$ cat src/rtl/cc_speed_tick_gen.sv
`default_nettype none
// ============================================================================
//  Module      : cc_speed_tick_gen
//  Description : Programmable game-speed tick generator. Accel/brake presses
//                step a saturating level; the tick period shrinks as it rises.
//  Revision    : 1.0 - initial release
// ============================================================================
module cc_speed_tick_gen #(
    parameter int DATAWIDTH   = 23,
    parameter int LEVELBITS   = 3,
    parameter int LEVELS      = 8,
    parameter int PERIOD_MAX  = 8388607,
    parameter int PERIOD_STEP = 1048576
) (
    input  logic                 CC_SPEEDTICK_CLOCK_50,
    input  logic                 CC_SPEEDTICK_RESET_InHigh,
    input  logic                 CC_SPEEDTICK_accel_InHigh,
    input  logic                 CC_SPEEDTICK_brake_InHigh,
    input  logic                 CC_SPEEDTICK_pause_InHigh,
    input  logic                 CC_SPEEDTICK_clear_InHigh,
    output logic                 CC_SPEEDTICK_T0_OutLow,
    output logic [LEVELBITS-1:0] CC_SPEEDTICK_level_OutBUS,
    output logic [DATAWIDTH-1:0] CC_SPEEDTICK_count_OutBUS
);

    localparam logic [DATAWIDTH-1:0] c_periodMax  = DATAWIDTH'(PERIOD_MAX);
    localparam logic [DATAWIDTH-1:0] c_periodStep = DATAWIDTH'(PERIOD_STEP);
    localparam logic [DATAWIDTH-1:0] c_countOne   = DATAWIDTH'(1);
    localparam logic [LEVELBITS-1:0] c_levelMax   = LEVELBITS'(LEVELS - 1);
    localparam logic [LEVELBITS-1:0] c_levelOne   = LEVELBITS'(1);
    localparam logic [LEVELBITS-1:0] c_levelZero  = '0;

    logic                 r_accelPrev;
    logic                 r_brakePrev;
    logic [LEVELBITS-1:0] r_level;
    logic [DATAWIDTH-1:0] r_count;
    logic                 r_tickN;

    logic                 w_accelRise;
    logic                 w_brakeRise;
    logic [LEVELBITS-1:0] w_levelNext;
    logic [DATAWIDTH-1:0] w_levelMinusOne;
    logic [DATAWIDTH-1:0] w_term;

    assign w_accelRise = CC_SPEEDTICK_accel_InHigh & ~r_accelPrev;
    assign w_brakeRise = CC_SPEEDTICK_brake_InHigh & ~r_brakePrev;

    // Value is meaningless at level 0; the counter ignores it there.
    assign w_levelMinusOne = DATAWIDTH'(r_level) - c_countOne;
    assign w_term          = c_periodMax - (w_levelMinusOne * c_periodStep);

    always_comb begin
        w_levelNext = r_level;
        if (CC_SPEEDTICK_clear_InHigh) begin
            w_levelNext = c_levelZero;
        end else if (w_accelRise && w_brakeRise) begin
            w_levelNext = r_level;
        end else if (w_accelRise) begin
            if (r_level != c_levelMax) begin
                w_levelNext = r_level + c_levelOne;
            end
        end else if (w_brakeRise) begin
            if (r_level != c_levelZero) begin
                w_levelNext = r_level - c_levelOne;
            end
        end
    end

    // Counter uses the level held before this edge, so a level change
    // takes effect on the compare one cycle later without resetting count.
    always_ff @(posedge CC_SPEEDTICK_CLOCK_50 or posedge CC_SPEEDTICK_RESET_InHigh) begin
        if (CC_SPEEDTICK_RESET_InHigh) begin
            r_accelPrev <= 1'b0;
            r_brakePrev <= 1'b0;
            r_level     <= '0;
            r_count     <= '0;
            r_tickN     <= 1'b1;
        end else begin
            r_accelPrev <= CC_SPEEDTICK_accel_InHigh;
            r_brakePrev <= CC_SPEEDTICK_brake_InHigh;
            r_level     <= w_levelNext;
            if (CC_SPEEDTICK_clear_InHigh || (r_level == c_levelZero)) begin
                r_count <= '0;
                r_tickN <= 1'b1;
            end else if (CC_SPEEDTICK_pause_InHigh) begin
                r_count <= r_count;
                r_tickN <= 1'b1;
            end else if (r_count >= w_term) begin
                r_count <= '0;
                r_tickN <= 1'b0;
            end else begin
                r_count <= r_count + c_countOne;
                r_tickN <= 1'b1;
            end
        end
    end

    assign CC_SPEEDTICK_T0_OutLow    = r_tickN;
    assign CC_SPEEDTICK_level_OutBUS = r_level;
    assign CC_SPEEDTICK_count_OutBUS = r_count;

endmodule
`default_nettype wire

$ cat config.mk
export PLATFORM = sky130hd
export DESIGN_NAME = cc_speed_tick_gen
export DESIGN_NICKNAME = d
export VERILOG_FILES = /design/src/rtl/cc_speed_tick_gen.sv
export SDC_FILE = /design/constraint.sdc
export NUM_CORES = 1
export LEC_CHECK = 0
export CAP_MARGIN = 20
export CORE_ASPECT_RATIO = 1.5
export CORE_MARGIN = 3
export CORE_UTILIZATION = 43
export DETAILED_ROUTE_END_ITERATION = 8
export HOLD_SLACK_MARGIN = 0.06
export PLACE_DENSITY = 0.71
export SLEW_MARGIN = 15
export SYNTH_ARGS = -nofsm -noshare
export SYNTH_HDL_FRONTEND = slang
export SYNTH_SLANG_ARGS = --single-unit
$ cat constraint.sdc
create_clock -name CC_SPEEDTICK_CLOCK_50 -period 2.3 [get_ports CC_SPEEDTICK_CLOCK_50]
set_input_delay 0.345 -clock CC_SPEEDTICK_CLOCK_50 [delete_from_list [all_inputs] [get_ports CC_SPEEDTICK_CLOCK_50]]
set_output_delay 0.345 -clock CC_SPEEDTICK_CLOCK_50 [all_outputs]
set_load 0.01 [all_outputs]
Word level (Yosys, flattened, before mapping)
Cells that the tools add are included.
W data, S select, Z words.
{"block": "totals", "register_bits": 29, "in_bits": 6, "out_inout_bits": 27, "wordCells": 38}
{"block": "op_classes", "n_addsub": 5, "order_cmp": 1, "n_eq_ne": 4, "n_mux": 12, "bitwise": 4, "n_reduce_logical": 7}
{"operator": "$mux W23", "count": 3}
{"operator": "$add A23 B1 Y23 const B", "count": 1}
{"operator": "$ge A23 B23 Y1", "count": 1}
{"operator": "$sub A23 B23 Y23 const A", "count": 1}
{"operator": "$mux W3", "count": 6}
{"operator": "$reduce_bool A3 Y1", "count": 3}
{"operator": "$sub A3 B1 Y3 const B", "count": 2}
{"operator": "$reduce_and A4 Y1", "count": 1}
{"operator": "$add A3 B1 Y3 const B", "count": 1}
{"operator": "$logic_not A3 Y1", "count": 1}
{"operator": "$mux W1", "count": 3}
{"operator": "$ne A3 B2 Y1 const B", "count": 1}
{"operator": "$ne A3 B3 Y1 const B", "count": 1}
{"operator": "$and A1 B1 Y1", "count": 2}
{"operator": "$ne A2 B1 Y1 const B", "count": 1}
{"operator": "$ne A2 B2 Y1 const B", "count": 1}
{"operator": "$not A1 Y1", "count": 2}
{"operator": "$logic_and A1 B1 Y1", "count": 1}
{"operator": "$logic_or A1 B1 Y1", "count": 1}

Longest topological paths before layout
{"block": "logic_depth", "depth_word": 6, "depth_mapped": 10, "mapped_depth_nobuf": 9}

Least setup slack after synthesis
Ideal clock, no wire load.
{"block": "synth_timing", "path_type": "register to register", "start": "register r_level[0] (netlist: CC_SPEEDTICK_level_OutBUS[0])", "end": "register r_count[10] (netlist: CC_SPEEDTICK_count_OutBUS[10])", "setup_ns": 0.121, "t_arrival_ns": 2.186, "required_ns": 2.179, "path_slack_ns": -0.007, "path_stages_with_launch": 11, "n_path_buf": 1, "period_less_slack_ns": 2.307, "path_cell_list": "dfrtp_1 > inv_1 > ha_1 > xor2_1 > ha_1 > nand3_1 > nor4_1 > a21oi_1 > o21ai_1 > buf_2 > nor2_1"}
{"block": "synth_via", "elab_chain_len": 6, "elab_cells_between_ends": 9, "cone_classes": "add/sub (2); order compare (1); eq/ne (1); mux (3); reduce/logical (2)"}
{"element": "start: declaration", "line_no": "35", "source": "logic [LEVELBITS-1:0] r_level;"}
{"element": "start signal: assignment", "line_no": "81", "source": "r_level <= w_levelNext;"}
{"element": "$sub A3 B1 Y3", "line_no": "49", "source": "assign w_levelMinusOne = DATAWIDTH'(r_level) - c_countOne;"}
{"element": "$sub A23 B23 Y23", "line_no": "50", "source": "assign w_term = c_periodMax - (w_levelMinusOne * c_periodStep);"}
{"element": "$ge A23 B23 Y1", "line_no": "88", "source": "end else if (r_count >= w_term) begin"}
{"element": "$mux W23", "line_no": "88"}
{"element": "$mux W23", "line_no": "85", "source": "end else if (CC_SPEEDTICK_pause_InHigh) begin"}
{"element": "$mux W23", "line_no": "82", "source": "if (CC_SPEEDTICK_clear_InHigh || (r_level == c_levelZero)) begin"}
{"element": "end signal: assignment", "line_no": "86", "source": "r_count <= r_count;"}
{"element": "end signal: assignment", "line_no": "92", "source": "r_count <= r_count + c_countOne;"}
{"element": "end: declaration", "line_no": "36", "source": "logic [DATAWIDTH-1:0] r_count;"}
Parallel ways exist; a longest one is shown, timed or not. The select of a mux whose other input is x is not followed.
A chain may end at the register's enable or synchronous reset.

Worst setup path after layout
{"block": "layout_timing", "start": "register r_level[1] (netlist: CC_SPEEDTICK_level_OutBUS[1])", "end": "register r_count[18] (netlist: CC_SPEEDTICK_count_OutBUS[18])"}
The elaborated chain is that of the path after synthesis.

==> flow_summary.rst <==
.. list-table::
   :header-rows: 1

   * - Metric
     - Value
   * - Status
     - complete, no violations
   * - Area of the placeable core
     - 3550 um2
   * - Area growth, synth to finish
     - 40.9%
   * - Maximum operating frequency
     - 0.455 GHz
   * - Post-synthesis sequential area ratio
     - 0.442
   * - IO Pins
     - 33
   * - Filler Cells Inserted
     - 301
   * - Type of the worst setup path
     - reg2reg
   * - Static Leakage
     - 0.902 nW
   * - Worst hold-check slack
     - 437 ps
   * - Number of endpoints failing setup at the final stage
     - 0
   * - Vertical die dimension
     - 81.7 um
   * - Antenna diode instance count
     - 0
   * - Number of routed nets with antenna violations
     - 0
   * - Number of buffers inserted during clock tree synthesis
     - 5
   * - Critical path peak fanout
     - 5
   * - Average vias per placed instance
     - 5.65
   * - Clock transition at path regs
     - 60 ps
   * - Hold Path Class
     - in2async
   * - Crit path capture type
     - flop
   * - Unrepaired setup endpoints after global routing
     - yes
   * - Nets@finish
     - 245
   * - Data required time at the worst endpoint
     - 2470 ps
   * - First-pass GRT wire length
     - 6.94 mm
   * - Reg area
     - 727 um2
   * - Master of the slowest instance on the critical path
     - sky130_fd_sc_hd__dfrtp_1
   * - # clock sinks
     - 29
   * - Routability-driven placement congestion ratio
     - 0.924
   * - Count of buffers from port buffering
     - 32
   * - Largest net degree at the start of global routing
     - 30
   * - Worst IR Drop VDD
     - 536 uV
   * - Crit path depth
     - 11
   * - Effective utilization at floorplan
     - 0.464
   * - Detailed-routing iteration count for the pre-antenna-repair pass
     - 4
   * - Final HPWL from detailed placement
     - 3.07 mm
   * - Relative slew slack
     - 0.549
   * - Source-to-sink clock delay at the later pin of the worst-skew pair
     - 280 ps
   * - Tightest Pin Transition
     - 674 ps
   * - Area used by multi-input combinational logic
     - 926 um2
   * - Synth Net Count
     - 192
   * - Master cell of the clock root buffer
     - sky130_fd_sc_hd__clkbuf_8
   * - Maximum cell stage delay along the critical path
     - 370 ps
   * - Avg WL per Cell
     - 15.8 um
   * - Final core utilization
     - 0.653
   * - Grt total ovfl
     - 0
   * - Die ar.
     - 4620 um2
   * - Top cell by count, worst path
     - sky130_fd_sc_hd__buf_4
   * - Power density over the cells
     - 605 nW/um2
   * - Drt first-iter violations
     - 37
   * - Global router's overall resource usage
     - 0.192
   * - Number of antenna violations at the first check in global routing
     - 0
   * - Max-cap violation count
     - 0
   * - Worst Clk Skew
     - 6.65 ps
   * - Gate family responsible for the most delay along the worst path
     - adder cells
   * - Avg Inst Size Synth
     - 9.24 um2
   * - Count of yosys warnings during synthesis
     - 0
   * - Chain of cells forming the critical path
     - inv_2, ha_4, xor2_2, ha_1, nand3_1, nor4_1, a21oi_1, buf_4, buf_4, a31oi_2, o22ai_1
   * - Critical path launch point type
     - flop
   * - Arrival time at the worst endpoint
     - 2360 ps
   * - Vias
     - 1549
   * - EDFF count, synth
     - 0
   * - Async SR Flop Fraction
     - 1.00
   * - Post-detailed-route DRC marker count
     - 0
   * - Longest Clk Path Bufs
     - 2
   * - Placement row count
     - 26
   * - Post-route fraction of the period consumed by the critical path
     - 0.955
   * - Period minus WS final
     - 2200 ps
   * - Count of state elements after synthesis
     - 29
   * - Hold violation total from the final report
     - 0
   * - Wirelength, routed
     - 4.33 mm
   * - Synthesized cell area
     - 1640 um2
   * - Number of global-route vias before repair
     - 1505
   * - Setup TNS Final
     - 0 ps
   * - Number of slew-limit violations in the final report
     - 0
   * - CTS tree
     - done
   * - Worst-case reg-to-reg path depth
     - 11
   * - Startpoint of the most critical register-to-register path
     - CC_SPEEDTICK_level_OutBUS[1]
   * - Fraction of layout instances using a drive strength above 1
     - 0.185
   * - Cell count after synthesis
     - 178
   * - H-Tree Depth
     - 2
   * - Launch point of the worst path
     - CC_SPEEDTICK_level_OutBUS[1]
   * - Count of cell types in the netlist
     - 40
   * - DIE WIDTH
     - 56.5 um
   * - Number of buffer and inverter stages on the critical path
     - 3
   * - Main synth FF type
     - sky130_fd_sc_hd__dfrtp_1
   * - Hold buffers post-CTS
     - 0
-- cell families (layout without fill, tap and decap cells) --
kind of cell / count (synthesis) / count (layout) / synth area share
adders and majority gates: 8 / 8 / 0.0609
DFF: 29 / 29 / 0.442
buffers and inverters: 18 / 72 / 0.0426
AOI/OAI and AO/OA: 22 / 22 / 0.0982
xor gates and xnor gates: 16 / 16 / 0.0852
muxes: 1 / 1 / 0.00609
and+or+nand+nor: 84 / 84 / 0.265
-- per-layer routing --
layer  global-route usage  wire, um  vias up
met2                0.359      2300       47
li1                     -         -      736
met5                    0         0        -
met4               0.0546       116        0
met3               0.0519       204       11
met1                0.211      1700      755
-- final cells by class --
cell class	count	share of cell area
flip-flops and latches	29	0.314
well taps	42	0.0227
repair buffers	51	0.207
multi-input cells	131	0.400
clock inverters	2	0.00432
inverters	13	0.0211
clock buffers	6	0.0313
-- flip-flops by register name (all words and copies together), names as in the netlist --
signal,flops
r_brakePrev,1
CC_SPEEDTICK_T0_OutLow,1
r_accelPrev,1
CC_SPEEDTICK_level_OutBUS,3
CC_SPEEDTICK_count_OutBUS,23
-- layout by cell type (no fill, tap or decap), types with 3 or more instances in the layout --
cell	Yosys	layout
sky130_fd_sc_hd__a31oi_2	0	3
sky130_fd_sc_hd__buf_4	0	17
sky130_fd_sc_hd__clkbuf_8	0	5
sky130_fd_sc_hd__clkdlybuf4s50_1	0	32
sky130_fd_sc_hd__dfrtp_1	28	28
sky130_fd_sc_hd__ha_1	8	6
sky130_fd_sc_hd__inv_1	13	11
sky130_fd_sc_hd__nand2_1	17	17
sky130_fd_sc_hd__nand2b_1	3	3
sky130_fd_sc_hd__nand3_1	10	9
sky130_fd_sc_hd__nand4_1	4	4
sky130_fd_sc_hd__nor2_1	19	19
sky130_fd_sc_hd__nor2b_1	3	3
sky130_fd_sc_hd__nor3_1	10	10
sky130_fd_sc_hd__nor4_1	7	7
sky130_fd_sc_hd__o22ai_1	3	3
sky130_fd_sc_hd__or3_1	3	3
sky130_fd_sc_hd__xnor2_1	14	14
-- worst register-to-register path, cell delays in order, from the launching register on --
cell and delay, ps:
sky130_fd_sc_hd__dfrtp_1 370, sky130_fd_sc_hd__inv_2 70, sky130_fd_sc_hd__ha_4 160, sky130_fd_sc_hd__xor2_2 140
sky130_fd_sc_hd__ha_1 320, sky130_fd_sc_hd__nand3_1 80, sky130_fd_sc_hd__nor4_1 200, sky130_fd_sc_hd__a21oi_1 140
sky130_fd_sc_hd__buf_4 180, sky130_fd_sc_hd__buf_4 140, sky130_fd_sc_hd__a31oi_2 180, sky130_fd_sc_hd__o22ai_1 100
-- cells in the mapped netlist (2+ instances only) --
master	count	area (um2)
sky130_fd_sc_hd__buf_2	2	10.0
sky130_fd_sc_hd__a211oi_1	2	15.0
sky130_fd_sc_hd__a21oi_1	2	10.0
sky130_fd_sc_hd__ha_1	8	100
sky130_fd_sc_hd__inv_1	13	48.8
sky130_fd_sc_hd__nand3_1	10	50.1
sky130_fd_sc_hd__or3_1	3	18.8
sky130_fd_sc_hd__clkbuf_1	3	11.3
sky130_fd_sc_hd__nor4_1	7	43.8
sky130_fd_sc_hd__a31oi_1	4	25.0
sky130_fd_sc_hd__xnor2_1	14	123
sky130_fd_sc_hd__nand2b_1	3	18.8
sky130_fd_sc_hd__nand2_1	17	63.8
sky130_fd_sc_hd__nor3_1	10	50.1
sky130_fd_sc_hd__o22ai_1	3	18.8
sky130_fd_sc_hd__nor2_1	19	71.3
sky130_fd_sc_hd__xor2_1	2	17.5
sky130_fd_sc_hd__nor2b_1	3	18.8
sky130_fd_sc_hd__nand4_1	4	25.0
sky130_fd_sc_hd__o31ai_1	2	15.0
sky130_fd_sc_hd__dfrtp_1	28	701
-- worst paths after layout --
kind,end,slack (ps)
setup / recovery,CC_SPEEDTICK_count_OutBUS[18],100
hold / removal,CC_SPEEDTICK_level_OutBUS[1],440
setup reg to reg,CC_SPEEDTICK_count_OutBUS[18],100
hold reg to reg,CC_SPEEDTICK_count_OutBUS[22],600
max in group asynchronous,CC_SPEEDTICK_T0_OutLow,1550
min in group CC_SPEEDTICK_CLOCK_50,r_brakePrev,530
-- power breakdown --
part	total, mW	internal [mW]	switching (mW)
sequential	0.560	0.533	0.0277
combinational	0.436	0.211	0.226
clock	0.404	0.209	0.195
total	1.40	0.952	0.448
-- per-stage QoR --
stage	total power, mW	instance area (um2)	instances	setup WS, ps
global route	1.48	2320	274	-35.1
CTS	1.33	2210	269	27.6
global placement	0.903	2120	261	61.5
finish	1.40	2320	274	103
detailed placement	0.920	2120	261	-8.51
floorplan	0.758	1650	178	41.8
-- repair_timing --
action | in CTS | in global routing
gates resized for setup | 1 | 11
endpoints found under the setup margin | 13 | 23
pin swaps | 0 | 7
endpoints found under the hold margin | 0 | 0
cloned | 0 | 1
setup buffers | 0 | 4
Note: power is estimated with default switching activity, not from simulation.
